[config.mk]
export PLATFORM = sky130hd
export DESIGN_NAME = mul_div_unit
export DESIGN_NICKNAME = d
export VERILOG_FILES = /design/src/rtl/mul_div_unit.sv
export SDC_FILE = /design/constraint.sdc
export NUM_CORES = 1
export LEC_CHECK = 0
export ABC_AREA = 1
export BUFFER_PORTS_ARGS = -buffer_cell sky130_fd_sc_hd__buf_2
export CORE_MARGIN = 8
export CORE_UTILIZATION = 40
export DETAILED_ROUTE_END_ITERATION = 8
export PLACE_DENSITY_LB_ADDON = 0.15
export SLEW_MARGIN = 20
export SYNTH_ARGS = -nofsm -noshare
export SYNTH_HDL_FRONTEND = slang
export SYNTH_SLANG_ARGS = --single-unit
[constraint.sdc]
create_clock -name clk_i -period 3.1 [get_ports clk_i]
set_input_delay 0.62 -clock clk_i [delete_from_list [all_inputs] [get_ports clk_i]]
set_output_delay 0.62 -clock clk_i [all_outputs]
set_load 0.03 [all_outputs]
[src/rtl/mul_div_unit.sv]
// Multi-cycle shift-add multiplier / restoring divider with HI/LO registers.
// One bit per cycle; signed ops run on magnitudes and are corrected at the end.
module mul_div_unit #(
  parameter int WIDTH = 32,
  localparam int CNT_W = $clog2(WIDTH) + 1
) (
  input  logic             clk_i,
  input  logic             rst_i,
  input  logic             valid_i,
  input  logic [1:0]       op_i,
  input  logic [WIDTH-1:0] rs_i,
  input  logic [WIDTH-1:0] rt_i,
  input  logic             flush_i,
  input  logic             hilo_rd_i,
  input  logic             hi_we_i,
  input  logic             lo_we_i,
  input  logic [WIDTH-1:0] wdata_i,
  output logic             busy_o,
  output logic             stall_o,
  output logic             done_o,
  output logic [WIDTH-1:0] hi_o,
  output logic [WIDTH-1:0] lo_o
);

  typedef enum logic [1:0] {IDLE, RUN, FIN} state_t;

  state_t             state_q, state_d;
  logic [2*WIDTH-1:0] acc_q;
  logic [WIDTH-1:0]   a_q, rem_q, hi_q, lo_q;
  logic [CNT_W-1:0]   cnt_q;
  logic               div_q, neg_q, neg_r_q, dz_q, done_q;

  logic               sgn, rs_neg, rt_neg, accept, ge;
  logic [WIDTH-1:0]   rs_abs, rt_abs, madd, diff, quo, rmd;
  logic [WIDTH:0]     msum, shl;
  logic [2*WIDTH-1:0] prod;

  always_comb begin
    sgn    = ~op_i[0];
    rs_neg = sgn & rs_i[WIDTH-1];
    rt_neg = sgn & rt_i[WIDTH-1];
    rs_abs = rs_neg ? -rs_i : rs_i;
    rt_abs = rt_neg ? -rt_i : rt_i;
    accept = valid_i & ~flush_i;
    madd   = acc_q[0] ? a_q : {WIDTH{1'b0}};
    msum   = {1'b0, acc_q[2*WIDTH-1:WIDTH]} + {1'b0, madd};
    shl    = {rem_q, acc_q[WIDTH-1]};
    ge     = shl >= {1'b0, a_q};
    // when ge holds the true difference is below a_q, so WIDTH bits suffice
    diff   = shl[WIDTH-1:0] - a_q;
    prod   = neg_q ? -acc_q : acc_q;
    quo    = neg_q ? -acc_q[WIDTH-1:0] : acc_q[WIDTH-1:0];
    rmd    = neg_r_q ? -rem_q : rem_q;
  end

  always_comb begin
    state_d = state_q;
    unique case (state_q)
      IDLE:    if (accept) state_d = RUN;
      RUN: begin
        if (flush_i) state_d = IDLE;
        else if (cnt_q == CNT_W'(1)) state_d = FIN;
      end
      FIN:     state_d = IDLE;
      default: state_d = IDLE;
    endcase
  end

  always_ff @(posedge clk_i or negedge rst_i) begin
    if (!rst_i) state_q <= IDLE;
    else        state_q <= state_d;
  end

  always_ff @(posedge clk_i or negedge rst_i) begin
    if (!rst_i) begin
      acc_q   <= '0;
      a_q     <= '0;
      rem_q   <= '0;
      hi_q    <= '0;
      lo_q    <= '0;
      cnt_q   <= '0;
      div_q   <= 1'b0;
      neg_q   <= 1'b0;
      neg_r_q <= 1'b0;
      dz_q    <= 1'b0;
      done_q  <= 1'b0;
    end else begin
      done_q <= 1'b0;
      unique case (state_q)
        IDLE: begin
          if (hi_we_i) hi_q <= wdata_i;
          if (lo_we_i) lo_q <= wdata_i;
          if (accept) begin
            div_q   <= op_i[1];
            neg_q   <= rs_neg ^ rt_neg;
            neg_r_q <= rs_neg;
            dz_q    <= (rt_i == '0);
            cnt_q   <= CNT_W'(WIDTH);
            rem_q   <= '0;
            // a_q holds the addend / divisor, acc low half the bits consumed
            a_q     <= op_i[1] ? rt_abs : rs_abs;
            acc_q   <= {{WIDTH{1'b0}}, op_i[1] ? rs_abs : rt_abs};
          end
        end
        RUN: begin
          if (!flush_i) begin
            cnt_q <= cnt_q - CNT_W'(1);
            if (div_q) begin
              rem_q <= ge ? diff : shl[WIDTH-1:0];
              acc_q <= {acc_q[2*WIDTH-1:WIDTH], acc_q[WIDTH-2:0], ge};
            end else begin
              acc_q <= {msum, acc_q[WIDTH-1:1]};
            end
          end
        end
        FIN: begin
          if (!flush_i) begin
            done_q <= 1'b1;
            if (div_q) begin
              hi_q <= rmd;
              lo_q <= dz_q ? {WIDTH{1'b1}} : quo;
            end else begin
              {hi_q, lo_q} <= prod;
            end
          end
        end
        default: ;
      endcase
    end
  end

  assign busy_o  = (state_q != IDLE);
  assign stall_o = busy_o & (valid_i | hilo_rd_i | hi_we_i | lo_we_i);
  assign done_o  = done_q;
  assign hi_o    = hi_q;
  assign lo_o    = lo_q;

endmodule

==> qor.yml, run 1 <==
outcome:
  status: "completed"
setup_path:
  critPathArrivalTime_ps: 3260
  rrSetupSlack_ps: 300
  cp_top_family: "compound AO/OA/AOI/OAI gates"
  path_cells: "buf_4 -> nand2_1 -> inv_1 -> ha_1 -> nand2_1 -> o21ai_0 -> a21oi_1 -> o21ai_1 -> nand4_1 -> a21oi_1 -> o21ai_1"
  rr_worst_depth: 11
  crit_path_top_delay_cell: "o21ai_0"
  rr_endpoint: "acc_q[60]"
  end_kind: "flip-flop"
  critPathMaxFanout: 23
  worst-path-buf-inv: 2
  rr_startpoint: "acc_q[0]"
  required_ps: 3560
  max_stage_delay_ps: 440
  crit_path_start_kind: "flip-flop"
  crit_type: "flip-flop to flip-flop"
die:
  fp.dieW_um: 235
  fp.dieH_um: 235
  initial_core_util_pct: 40.4
  die-area_mm2: 0.0554
  io_pins: 172
  rows: 80
  core_area_mm2: 0.0476
synth:
  synth-seq-cells: 205
  synth_xor_area_share_pct: 2.45
  synth_top_area_share_pct: 26.6
  postSynth.asyncResetShare_pct: 100
  yosys.area.top_type: "dfrtp_1"
  synth_top_family_by_area: "simple AND/OR/NAND/NOR gates"
  synth-edff-count: 0
  synth_compound_area_share_pct: 19.1
  synth_area_leaders: "dfrtp_1 (27%), nand2_1 (16%), nand3_1 (8.4%), nor2_1 (7.3%), a21oi_1 (6.3%)"
  synth_nets: 3273
  avgSynthCellArea_um2: 6.22
  netlist_instances: 3096
  netlist_area_mm2: 0.0193
  yosys.area_share.adder_pct: 4.75
  synth_cell_types: 55
  ys.flop_type: "dfrtp_1"
  yosysWarnings: 0
  synthMuxAreaShare_pct: 0
  synth-seq-area-share_pct: 26.6
  yosys.area_share.simple_pct: 37.8
drt:
  drtIter0Drc: 2772
  dr.pass1.iters: 6
  routed_wl_mm: 89.2
  viasPerCell: 5.84
  vias: 22600
  ant_nets: 0
  drcViolationCount: 0
  wl_per_cell_um: 23.1
clock_tree:
  cts_resized: 0
  clk_latency_ps: 570
  htreeDepth: 1
  clock_path_buffers: 3
  post_cts_buffers: 0
  cts_sinks: 205
  cts_hold_buffers: 0
  cts_buffers: 26
  clock-root-buffer: "clkbuf_16"
  cts_tree: "done"
  clk_pin_slew_worst_paths_ps: 70
power:
  powerDensity_mw_per_mm2: 643
  p_leak_uw: 0.0109
  peakVddDrop_mv: 0.377
  finalPower_uw: 13900
sta:
  min_period_ps: 2800
  final_hold_viol_count: 0
  worst_slew_pin_slew_ps: 875
  finalMaxSlewViolations: 0
  fin_worst_skew_ps: 26.9
  rsz0062_at_grt: "false"
  setup_tns_ps: 0
  max_freq_mhz: 357
  period_share_pct: 90.3
  finalSetupViolCount: 0
  slew_headroom_pct: 41.6
finish:
  area_growth_pct: 12.3
  seqCellArea_mm2: 0.00513
  final_cells: 3866
  design_area_mm2: 0.0216
  antenna_cells: 0
  fill_cells: 5075
  drive_gt1_share_pct: 10.5
  fin_nets: 3410
  fin_util_pct: 45.4
  multi_input_area_mm2: 0.0124
placed_design:
  place_congestion: 1.00
  place_inst: 3820
  io_buffers: 171
  dp_hpwl_mm: 72.8
  post_dp_cell_area_mm2: 0.0208
global_route:
  antenna_found_initial: 0
  grt_pass1_vias: 21100
  track_usage_pct: 31.0
  overflow: 0
  grt_first_pass_wirelength_mm: 134
  grt_max_degree: 75
hold_path:
  holdCritPathClass: "input pin to async pin"
run:
  cap_viol_max_count: 0
logic make-up (layout without fill, tap and decap cells):
group | after synthesis | count (layout)
and+or+nand+nor | 1690 | 1690
AOI/OAI and AO/OA | 631 | 631
buffers and inverters | 444 | 599
DFF | 205 | 205
adders and majority gates | 72 | 72
xor gates and xnor gates | 54 | 54
per-layer routing:
| metal | GRT usage [%] | wire length, um | vias up |
|---|---|---|---|
| met5 | 0 | 0 | - |
| met4 | 13.3 | 4360 | 0 |
| met3 | 4.96 | 7720 | 152 |
| met2 | 47.3 | 38200 | 1156 |
| met1 | 42.8 | 39000 | 10600 |
| li1 | - | - | 10600 |
sequential cells by signal, summed over array words and instances, names as in the netlist, 2 cells and up:
register,count
a_q,32
acc_q,64
cnt_q,6
hi_o,32
lo_o,32
rem_q,32
state_q,2
per-stage QoR:
step                setup WS, ps  hold slack (ps)
floorplan                    597              324
global placement             409              481
detailed placement           430              477
CTS                          428              119
global route                 164              113
finish                       302             58.7
synth_stat cells (all sizes together) (2+ instances only):
| library cell | instances |
|---|---|
| o221ai | 14 |
| a31oi | 8 |
| xor2 | 31 |
| nor2 | 401 |
| nand2 | 835 |
| o21a | 8 |
| a32o | 2 |
| dfrtp | 205 |
| a221oi | 33 |
| o22ai | 11 |
| or2 | 12 |
| a21boi | 18 |
| o21bai | 8 |
| fa | 2 |
| o211ai | 25 |
| xnor2 | 23 |
| nand3 | 331 |
| buf | 63 |
| a21oi | 241 |
| o31ai | 3 |
| nand3b | 11 |
| nand4 | 53 |
| ha | 70 |
| nor4 | 8 |
| a2bb2oi | 6 |
| o21ai | 226 |
| a21o | 9 |
| nor3 | 38 |
| inv | 335 |
| a22oi | 18 |
| clkbuf | 45 |
report_power, final:
group / internal [uW] / leakage [uW] / switching, uW
clock: 1890 / 0.000420 / 1320
combinational: 1990 / 0.00794 / 4760
sequential: 3210 / 0.00252 / 744
final cells by class:
cell class,instances,area share (%)
clock inverter,12,0.694
inverter,336,5.84
clock buffer,34,3.34
tap,615,3.56
sequential,205,23.7
multi-input combinational,2447,57.1
timing repair buffer,217,5.76
placed cells by master, fill, tap and decap left out, types with 9 or more instances in the layout:
cell,synthesis,final
nand2_1,825,824
xor2_1,31,31
ha_1,70,70
buf_4,5,43
o211ai_1,24,24
xnor2_1,23,23
a21boi_0,16,16
nand3b_1,11,11
clkbuf_16,0,27
a221oi_1,33,33
inv_1,319,319
a21o_1,9,9
or2_2,11,11
nor2_2,11,12
o21ai_1,46,46
nand3_1,325,325
dfrtp_1,205,204
inv_2,15,15
o22ai_1,11,11
o221ai_1,13,13
nor3_1,37,36
nor2_4,12,12
a22oi_1,18,18
o21ai_0,174,174
buf_2,37,170
a21oi_1,241,241
nand4_1,53,53
nor2_1,375,374
worst max path at each step:
stage,start,end,slack (ps),cells past startpoint
final,acc_q[0],acc_q[60],300,11
after global routing,a_q[0],acc_q[53],160,15
after CTS,acc_q[0],acc_q[60],430,11
after detailed placement,acc_q[0],acc_q[60],430,11
after global placement,acc_q[0],acc_q[50],410,12
after floorplan,acc_q[0],acc_q[53],600,17
No activity file was read; power rests on OpenSTA's default activity.
==> run 2: changes to the inputs <==
--- a/config.mk
+++ b/config.mk
@@ -10,7 +10,6 @@
 export CORE_MARGIN = 8
 export CORE_UTILIZATION = 40
 export DETAILED_ROUTE_END_ITERATION = 8
-export PLACE_DENSITY_LB_ADDON = 0.15
 export SLEW_MARGIN = 20
 export SYNTH_ARGS = -nofsm -noshare
 export SYNTH_HDL_FRONTEND = slang
==> run 2 against run 1 <==
Combinational power is 1% higher. Register-to-register slack worse by 60 ps. Maximum frequency is 1.9% lower. Critical path depth stayed put. Clock power hardly changed. Routed wire length is 1.2% higher. Sequential share of layout area is 0.12 points lower. Sequential power is 1% higher. Clock skew is 13 ps lower. Global-route usage is 0.072 points higher. Critical endpoint unchanged. Highest routed layer unchanged.
==> qor.yml, run 2 (synthesis results as in run 1) <==
finish:
  top_register: "acc_q"
  final_common_cell: "nand2_1"
  drive_gt1_share_pct: 10.8  # +0.28 points
  largest_register_ffs: 64  # unchanged
  area_growth_pct: 12.9
  most-common-layout-cells: "nand2_1 (824), nor2_1 (374), nand3_1 (325)"
  fin_util_pct: 45.6  # +0.22 points
  fin_nets: 3419  # +0.26%
  fill_cells: 5170  # +1.9%
  antenna_cells: 0  # unchanged
  final_cells: 3873  # +0.18%
global_route:
  grt_pass1_vias: 21100  # -0.35%
  grt_first_pass_wirelength_mm: 134  # about the same
  grt_max_degree: 73  # -2.7%
  antenna_found_initial: 0  # unchanged
  track_usage_pct: 31.0  # +0.072 points
  overflow: 0  # unchanged
die:
  initial_core_util_pct: 40.4  # unchanged
  die-area_mm2: 0.0554  # unchanged
  fp.dieH_um: 235  # unchanged
  core_area_mm2: 0.0476  # unchanged
  fp.dieW_um: 235  # unchanged
  io_pins: 172  # unchanged
  rows: 80  # unchanged
clock_tree:
  clock-root-buffer: "clkbuf_16"
  cts_hold_buffers: 0  # unchanged
  cts_tree: "done"
  cts_sinks: 205  # unchanged
  cts_buffers: 25  # -3.8%
  clock_path_buffers: 3  # unchanged
  clk_latency_ps: 550  # -20 ps
  clk_pin_slew_worst_paths_ps: 60  # about the same
  htreeDepth: 1  # unchanged
setup_path:
  rr_worst_depth: 11  # unchanged
  critPathLaunch: "acc_q[0]"
  crit_path_start_kind: "flip-flop"
  rr_endpoint: "acc_q[60]"
  end_kind: "flip-flop"
  critPathArrivalTime_ps: 3280  # +20 ps
  cp-endpoint: "acc_q[60]"
  crit_type: "flip-flop to flip-flop"
  rr_startpoint: "acc_q[0]"
  required_ps: 3530  # -30 ps
  rrSetupSlack_ps: 250  # -60 ps
  critPathMaxFanout: 25  # +8.7%
hold_path:
  holdCritPathClass: "input pin to async pin"
sta:
  fin_worst_skew_ps: 14.1  # -12.8 ps
  final_hold_viol_count: 0  # unchanged
  slew_headroom_pct: 51.9  # +10 points
  setup_tns_ps: 0  # unchanged
  max_freq_mhz: 351  # -1.9%
  finalSetupViolCount: 0  # unchanged
  setup_slack_ps: 247  # -55.1 ps
  worst_slew_pin_slew_ps: 722  # -153 ps
  period_share_pct: 92.0  # +1.8 points
  rsz0062_at_grt: "false"
  finalMaxSlewViolations: 0  # unchanged
  min_period_ps: 2850  # +55.1 ps
power:
  switching_share_pct: 48.9  # -0.15 points
  p_seq_share_pct: 28.4  # about the same
  peakVddDrop_mv: 0.352  # -6.7%
  combPwrFrac_pct: 48.5  # about the same
  switching_power_uw: 6880  # +0.81%
  clkPwrFrac_pct: 23.1  # about the same
  p_int_uw: 7190  # +1.4%
  p_leak_uw: 0.0109  # +0.62%
  powerDensity_mw_per_mm2: 647  # +0.62%
outcome:
  status: "completed"
placed_design:
  place_congestion: 0.966  # -3.6%
  place_inst: 3825  # +0.13%
  dp_hpwl_mm: 73.5  # +0.92%
  io_buffers: 171  # unchanged
  place_ws_ps: 289  # -141 ps
drt:
  wl_per_cell_um: 23.3  # +0.97%
  dr.pass1.iters: 8  # +2
  viasPerCell: 5.85  # +0.27%
  ant_nets: 0  # unchanged
  routed_wl_mm: 90.2  # +1.2%
  drcViolationCount: 0  # unchanged
  drtIter0Drc: 2667  # -3.8%
  vias: 22700  # +0.45%
run:
  cap_viol_max_count: 0  # unchanged
==> run 2: layout make-up <==
type,instances,area (um2),area share [%]
clock inverters,11,180,0.828
repair buffers,227,1340,6.14
well taps,615,769,3.54
clock buffers,32,702,3.23
flip-flops and latches,205,5130,23.6
multi-input cells,2447,12400,56.9
inverters,336,1260,5.81
==> run 2: critical path, stage by stage, from the launching register on <==
cell,delay (ps)
dfrtp_1,480
buf_12,210
nand2_1,80
inv_1,40
ha_1,340
nand2_1,180
nor2_1,310
nand2_1,80
o21ai_1,460
nand4_1,260
a21oi_1,190
o21ai_1,80
==> run 2: routing by layer <==
layer / global-route usage, % / vias up / wire length [um]
met1: 43.7 / 10600 / 39600
met5: 0 / - / 0
li1: - / 10600 / -
met3: 3.96 / 158 / 7750
met4: 10.9 / 0 / 3600
met2: 48.4 / 1246 / 39300
==> run 2: worst min path at each step <==
stage | cells after the start | startpoint | to
after floorplan | 0 | rst_i | a_q[0]
after global placement | 2 | lo_o[1] | lo_o[1]
after detailed placement | 2 | lo_o[1] | lo_o[1]
after CTS | 1 | rst_i | acc_q[53]
after global routing | 1 | rst_i | acc_q[53]
final | 1 | rst_i | acc_q[52]
==> run 2: what timing repair did <==
item                                    in CTS  in global routing
endpoints found under the setup margin       0                  3
gates resized for setup                      0                  1
buffers inserted                             0                  5
==> run 2: power by group through the flow <==
stage,clock [uW],combinational (uW),sequential (uW)
finish,3240,6830,4000
CTS,3270,6680,3960
detailed placement,0,6660,4000
floorplan,0,4090,4000
global placement,0,6670,4000
global route,3360,7410,4040
==> run 2: stage by stage <==
stage | hold slack [ps] | cell area (um2) | power (uW)
2_1_floorplan | 324 | 19300 | 8080
5_1_grt | 163 | 21700 | 14800
6_report | 118 | 21700 | 14100
4_1_cts | 135 | 21700 | 13900
3_5_place_dp | 463 | 20800 | 10700
3_3_place_gp | 461 | 20800 | 10700
